## config.mk

```make
export PLATFORM = sky130hd
export DESIGN_NAME = tracker_axis_ctrl
export DESIGN_NICKNAME = d
export VERILOG_FILES = /design/src/rtl/tracker_axis_ctrl.sv
export SDC_FILE = /design/constraint.sdc
export NUM_CORES = 1
export LEC_CHECK = 0
export ABC_AREA = 1
export CAP_MARGIN = 20
export CORE_AREA = 4 4 96 98
export DETAILED_ROUTE_END_ITERATION = 6
export DIE_AREA = 0 0 100 102
export PLACE_DENSITY = 0.87
export RECOVER_POWER = 100
export SLEW_MARGIN = 20
export SYNTH_ARGS = -nofsm -noshare
export SYNTH_HDL_FRONTEND = slang
export SYNTH_SLANG_ARGS = --single-unit
export TNS_END_PERCENT = 5
```

## constraint.sdc

```tcl
create_clock -name CLK -period 3 [get_ports CLK]
set_input_delay 0.6 -clock CLK [delete_from_list [all_inputs] [get_ports CLK]]
set_output_delay 0.6 -clock CLK [all_outputs]
set_load 0.005 [all_outputs]
```

## src/rtl/tracker_axis_ctrl.sv

```systemverilog
`default_nettype none
// ============================================================================
// Module      : tracker_axis_ctrl
// Description : Single-axis solar tracker controller. It turns paired sensor
//               readings into servo step and sweep requests.
// Revision    : 1.0
// ============================================================================
module tracker_axis_ctrl #(
    parameter int unsigned W             = 12,
    parameter int unsigned DEADBAND      = 32,
    parameter int unsigned DARK_TH       = 400,
    parameter int unsigned HYST          = 64,
    parameter int unsigned STEP_CYCLES   = 100000,
    parameter int unsigned SETTLE_CYCLES = 2000000,
    parameter int unsigned POS_MIN       = 5000
) (
    input  logic         CLK,
    input  logic         RST,
    input  logic         ADC_VALID,
    input  logic [W-1:0] ADC_A,
    input  logic [W-1:0] ADC_B,
    input  logic         PWM_LIMIT,
    input  logic [31:0]  SERVO_POS,
    output logic         BTN_0,
    output logic         BTN_1,
    output logic         ES,
    output logic         LOCKED,
    output logic [2:0]   STATE
);

    typedef enum logic [2:0] {
        S_SAMPLE   = 3'd0,
        S_MOVE_CCW = 3'd1,
        S_MOVE_CW  = 3'd2,
        S_SETTLE   = 3'd3,
        S_SWEEP_UP = 3'd4,
        S_SWEEP_DN = 3'd5
    } state_t;

    localparam int unsigned c_EXIT_TH = DARK_TH + HYST;

    state_t            r_state;
    state_t            w_next;
    logic [31:0]       r_cnt;
    logic signed [W:0] w_diff;
    logic [W:0]        w_sum;
    logic [W:0]        w_abs;
    logic [31:0]       w_sum32;
    logic [31:0]       w_abs32;
    logic              w_dark;
    logic              w_aligned;
    logic              w_light;
    logic              w_at_floor;
    logic              w_step_done;
    logic              w_settle_done;
    logic              w_lock_upd;
    logic              w_lock_val;

    // Both operands zero-extended so the difference and sum never wrap.
    assign w_diff  = $signed({1'b0, ADC_A}) - $signed({1'b0, ADC_B});
    assign w_sum   = {1'b0, ADC_A} + {1'b0, ADC_B};
    assign w_abs   = w_diff[W] ? $unsigned(-w_diff) : $unsigned(w_diff);
    assign w_sum32 = 32'(w_sum);
    assign w_abs32 = 32'(w_abs);

    assign w_dark        = w_sum32 < DARK_TH;
    assign w_aligned     = w_abs32 <= DEADBAND;
    assign w_light       = ADC_VALID && (w_sum32 >= c_EXIT_TH);
    assign w_at_floor    = SERVO_POS <= POS_MIN;
    assign w_step_done   = r_cnt == (STEP_CYCLES - 32'd1);
    assign w_settle_done = r_cnt == (SETTLE_CYCLES - 32'd1);

    always_comb begin
        w_next     = r_state;
        w_lock_upd = 1'b0;
        w_lock_val = 1'b0;
        case (r_state)
            S_SAMPLE: begin
                if (ADC_VALID) begin
                    w_lock_upd = 1'b1;
                    if (w_dark)
                        w_next = S_SWEEP_UP;
                    else if (w_aligned)
                        w_lock_val = 1'b1;
                    else if (!w_diff[W])
                        w_next = PWM_LIMIT ? S_SETTLE : S_MOVE_CCW;
                    else
                        w_next = w_at_floor ? S_SETTLE : S_MOVE_CW;
                end
            end
            S_MOVE_CCW: if (PWM_LIMIT || w_step_done) w_next = S_SETTLE;
            S_MOVE_CW:  if (w_at_floor || w_step_done) w_next = S_SETTLE;
            S_SETTLE:   if (w_settle_done) w_next = S_SAMPLE;
            // Light exit outranks the mechanical limit seen in the same cycle.
            S_SWEEP_UP: begin
                if (w_light)
                    w_next = S_SETTLE;
                else if (PWM_LIMIT)
                    w_next = S_SWEEP_DN;
            end
            S_SWEEP_DN: if (w_light || w_at_floor) w_next = S_SETTLE;
            default:    w_next = S_SAMPLE;
        endcase
    end

    always_ff @(posedge CLK or negedge RST) begin
        if (!RST) begin
            r_state <= S_SAMPLE;
            r_cnt   <= '0;
            BTN_0   <= 1'b0;
            BTN_1   <= 1'b0;
            ES      <= 1'b0;
            LOCKED  <= 1'b0;
        end else begin
            r_state <= w_next;
            r_cnt   <= (w_next != r_state) ? 32'd0 : r_cnt + 32'd1;
            BTN_0   <= (w_next == S_MOVE_CCW) || (w_next == S_SWEEP_UP);
            BTN_1   <= (w_next == S_MOVE_CW)  || (w_next == S_SWEEP_DN);
            ES      <= (w_next == S_SWEEP_UP) || (w_next == S_SWEEP_DN);
            if (w_lock_upd)
                LOCKED <= w_lock_val;
        end
    end

    assign STATE = r_state;

endmodule
`default_nettype wire

```

==> metrics.yaml, run 1 <==
synthesis:
  ys_seq_area_frac: 0.236
  synth_top_area_frac: 0.236
  syn-num-nets: 713
  synth_warnings: 0
  syn-instance-count: 625
  ys_ff_latch: 39
  synth_edf_count: 0
  synth_area_sq_um: 4140
  netlist.top_cell.by_area: "dfrtp_1"
  synth_common_cells: "152 x nand2_1, 93 x inv_1, 64 x nand3_1, 53 x nor2_1, 39 x dfrtp_1"
  ys.flop_type: "dfrtp_1"
  synthTopCellsByArea: "dfrtp_1 24%, nand2_1 14%, inv_1 8.4%"
  yosysMostFrequentCell: "nand2_1"
  synth_cell_types: 36
  async_reset_ff_frac: 1.00
  avgSynthCellArea_sq_um: 6.63
status:
  violations: "setup timing"
  outcome: "finished, violations left"
placement:
  place_hpwl_um: 8760
  port_buffers: 66
  gp_congestion: 0.899
  place_area_sq_um: 5300
  dp.cells: 847
  dp_worst_setup_slack_ns: -0.844
global_routing:
  grt-ovfl-total: 0
  grt_use_total: 0.237
  grt_start_max_net_pins: 40
  grt_pass1_wl_um: 20300
  grt_pass1_vias: 4651
  antenna_found_initial: 0
setup_path:
  ff2ff_path_depth: 14
  path_max_fanout: 12
  critPathLaunchType: "primary input"
  worstSetupEndpoint: "r_cnt[5]$_DFF_PN0_"
  startpoint: "ADC_A[0]"
  reg2reg_from: "r_cnt[0]$_DFF_PN0_"
  worstPathArrival_ns: 3.33
  path_class: "primary input to register"
  r2r_end: "r_cnt[5]$_DFF_PN0_"
  required_ns: 3.23
  rrSetupSlack_ns: 0.31
  endpoint_kind: "register"
cells_and_area:
  area_growth_pct: 44.7
  nFillCells: 588
  drive_above_1_share: 0.314
  design_area_sq_um: 5990
  n_antenna_cell: 0
  fin_cells: 866
  fin_nets: 845
floorplanning:
  die_x_um: 100
  dieArea_sq_um: 10200
  initial_core_util: 0.490
  ios: 67
  core_sq_um: 8470
  rows: 34
  die_height_um: 102
drt:
  drc: 0
  avgViaCountPerCell: 5.43
  vias: 4701
  drt_iter0_drc: 413
  finalWirelength_um: 12800
  ant_nets: 0
  dr.pass1.iters: 5
  routedWlPerCell_um: 14.8
power:
  leakagePower_uw: 0.00279
  p_comb_frac: 0.644
  seqPwrFrac: 0.223
  p_int_uw: 1510
  swShare: 0.453
  vdd_drop_max_v: 0.000391
  p_total_uw: 2760
  power.net_switching_uw: 1250
  power_density_nw_per_um2: 461
  p_clk_frac: 0.133
clock_network:
  clockBufferDepth: 2
  cts_tree: "yes"
  cts.sinks: 39
  cts_root_buf: "clkbuf_8"
  clock_latency_ns: 0.30
  htreeDepth: 2
  numCtsBuffers: 5
  clkTransAtPathRegs_ns: 0.08
  ctsHoldBuffers: 0
timing:
  skew_ns: 0.00965
  fin_crit_sh: 1.03
  fmax_ghz: 0.322
  slew_headroom: 0.353
  hold_viol: 0
  setup-tns-final_ns: -1.88
  fin_ws_ns: -0.104
  finalSetupViolations: 32
  drv_slew: 0
  period_needed_ns: 3.10
  worst_pin_slew_ns: 0.971
  rsz0062_at_grt: "true"
min_path:
  min_path_type: "register to register"
flow_run:
  drv_cap: 0
area by class of cell:
type	count	area (sq um)	area share
Tap cell	108	135	0.0225
Multi-Input combinational cell	475	3170	0.530
Timing Repair Buffer	135	1230	0.205
Sequential cell	39	976	0.163
Clock inverter	3	20.0	0.00334
Inverter	101	389	0.0649
Clock buffer	5	68.8	0.0115
metal layers:
layer  global-route usage  vias to the layer above  wire length [um]
met1                0.268                     2194              5050
met2                0.445                      196              6570
met3               0.0464                       50               780
met4               0.0829                        0               405
met5                    0                        -                 0
li1                     -                     2261                 -
state kept, by name, summed over array words and instances, names as in the netlist:
signal and count:
STATE 3, ES 1, r_cnt 32, LOCKED 1
BTN_0 1, BTN_1 1
timing repair:
item                                    CTS  global route
endpoints found under the hold margin     0             0
buffers inserted                         11             2
pin swaps                                41            32
cloned                                    1             0
resized for setup                       107            71
endpoints found under the setup margin   37            35
critical path, cell delays in order:
cell and delay [ns]:
buf_8 0.08, inv_4 0.03, ha_4 0.15, fa_2 0.57, ha_4 0.14, inv_4 0.04
a21oi_4 0.11, buf_4 0.13, nand3_2 0.09, nor2_4 0.13, nand3_1 0.10, nand2_1 0.09
nand2_1 0.06, nand3_2 0.08, nor2_4 0.05, nand2_2 0.08, nand2_1 0.08, nand3_2 0.08
nand3_2 0.07, nand2_2 0.09, nand3_4 0.14, buf_12 0.20, nor2_2 0.10
worst min-delay path by stage:
stage                                   from                  to  depth (start not counted)
after floorplan                          RST     BTN_0$_DFF_PN0_                          0
after global placement    r_cnt[0]$_DFF_PN0_  r_cnt[0]$_DFF_PN0_                          1
after detailed placement  r_cnt[0]$_DFF_PN0_  r_cnt[0]$_DFF_PN0_                          1
after CTS                 r_cnt[0]$_DFF_PN0_  r_cnt[0]$_DFF_PN0_                          1
after global routing      r_cnt[0]$_DFF_PN0_  r_cnt[0]$_DFF_PN0_                          1
final                     r_cnt[0]$_DFF_PN0_  r_cnt[0]$_DFF_PN0_                          1
power groups by stage:
stage	Combinational, uW	Clock [uW]	Sequential, uW
finish	1780	367	615
global route	1900	382	621
CTS	1720	359	613
detailed placement	1340	0	621
global placement	1300	0	621
floorplan	843	0	612
per-stage QoR:
step,hold WS [ns],util
3_3_place_gp,0.446,0.625
2_1_floorplan,0.304,-
4_1_cts,0.476,0.680
5_1_grt,0.514,0.708
3_5_place_dp,0.466,0.625
6_report,0.500,0.708
cell families (layout without fill, tap and decap cells):
group,count (synthesis),count (layout),synth area share
and+or+nand+nor,370,370,0.425
buffers and inverters,111,244,0.118
AOI/OAI and AO/OA,47,47,0.0697
DFF,39,39,0.236
xor gates and xnor gates,30,30,0.0634
adders and majority gates,28,28,0.0882
cell usage in the layout (no fill, tap or decap), types with 7 or more instances in the layout:
cell | Yosys | layout
nand2_1 | 152 | 135
inv_1 | 93 | 75
buf_4 | 2 | 61
nand3_1 | 64 | 51
nor2_1 | 53 | 44
dfrtp_1 | 39 | 39
clkdlybuf4s50_1 | 0 | 35
nor2_2 | 34 | 25
xor2_1 | 24 | 24
nand2_2 | 10 | 23
inv_2 | 6 | 22
nor2_4 | 2 | 20
nand3_2 | 3 | 16
nor3_1 | 16 | 16
nand4_1 | 15 | 15
ha_4 | 0 | 13
dlygate4sd2_1 | 0 | 13
nor4_1 | 12 | 12
ha_1 | 26 | 12
o21ai_0 | 16 | 9
a21oi_2 | 5 | 9
o21ai_2 | 1 | 7
a21oi_1 | 14 | 7
dlymetal6s2s_1 | 0 | 7
dlygate4sd3_1 | 0 | 7
No activity file was read; power rests on OpenSTA's default activity.
==> run 2: changes to the inputs <==
--- a/config.mk
+++ b/config.mk
@@ -12,7 +12,6 @@
 export DIE_AREA = 0 0 100 102
 export PLACE_DENSITY = 0.87
 export RECOVER_POWER = 100
-export SLEW_MARGIN = 20
 export SYNTH_ARGS = -nofsm -noshare
 export SYNTH_HDL_FRONTEND = slang
 export SYNTH_SLANG_ARGS = --single-unit
==> results of run 2 <==
Final layout, timing and power as in run 1 (identical DEF).
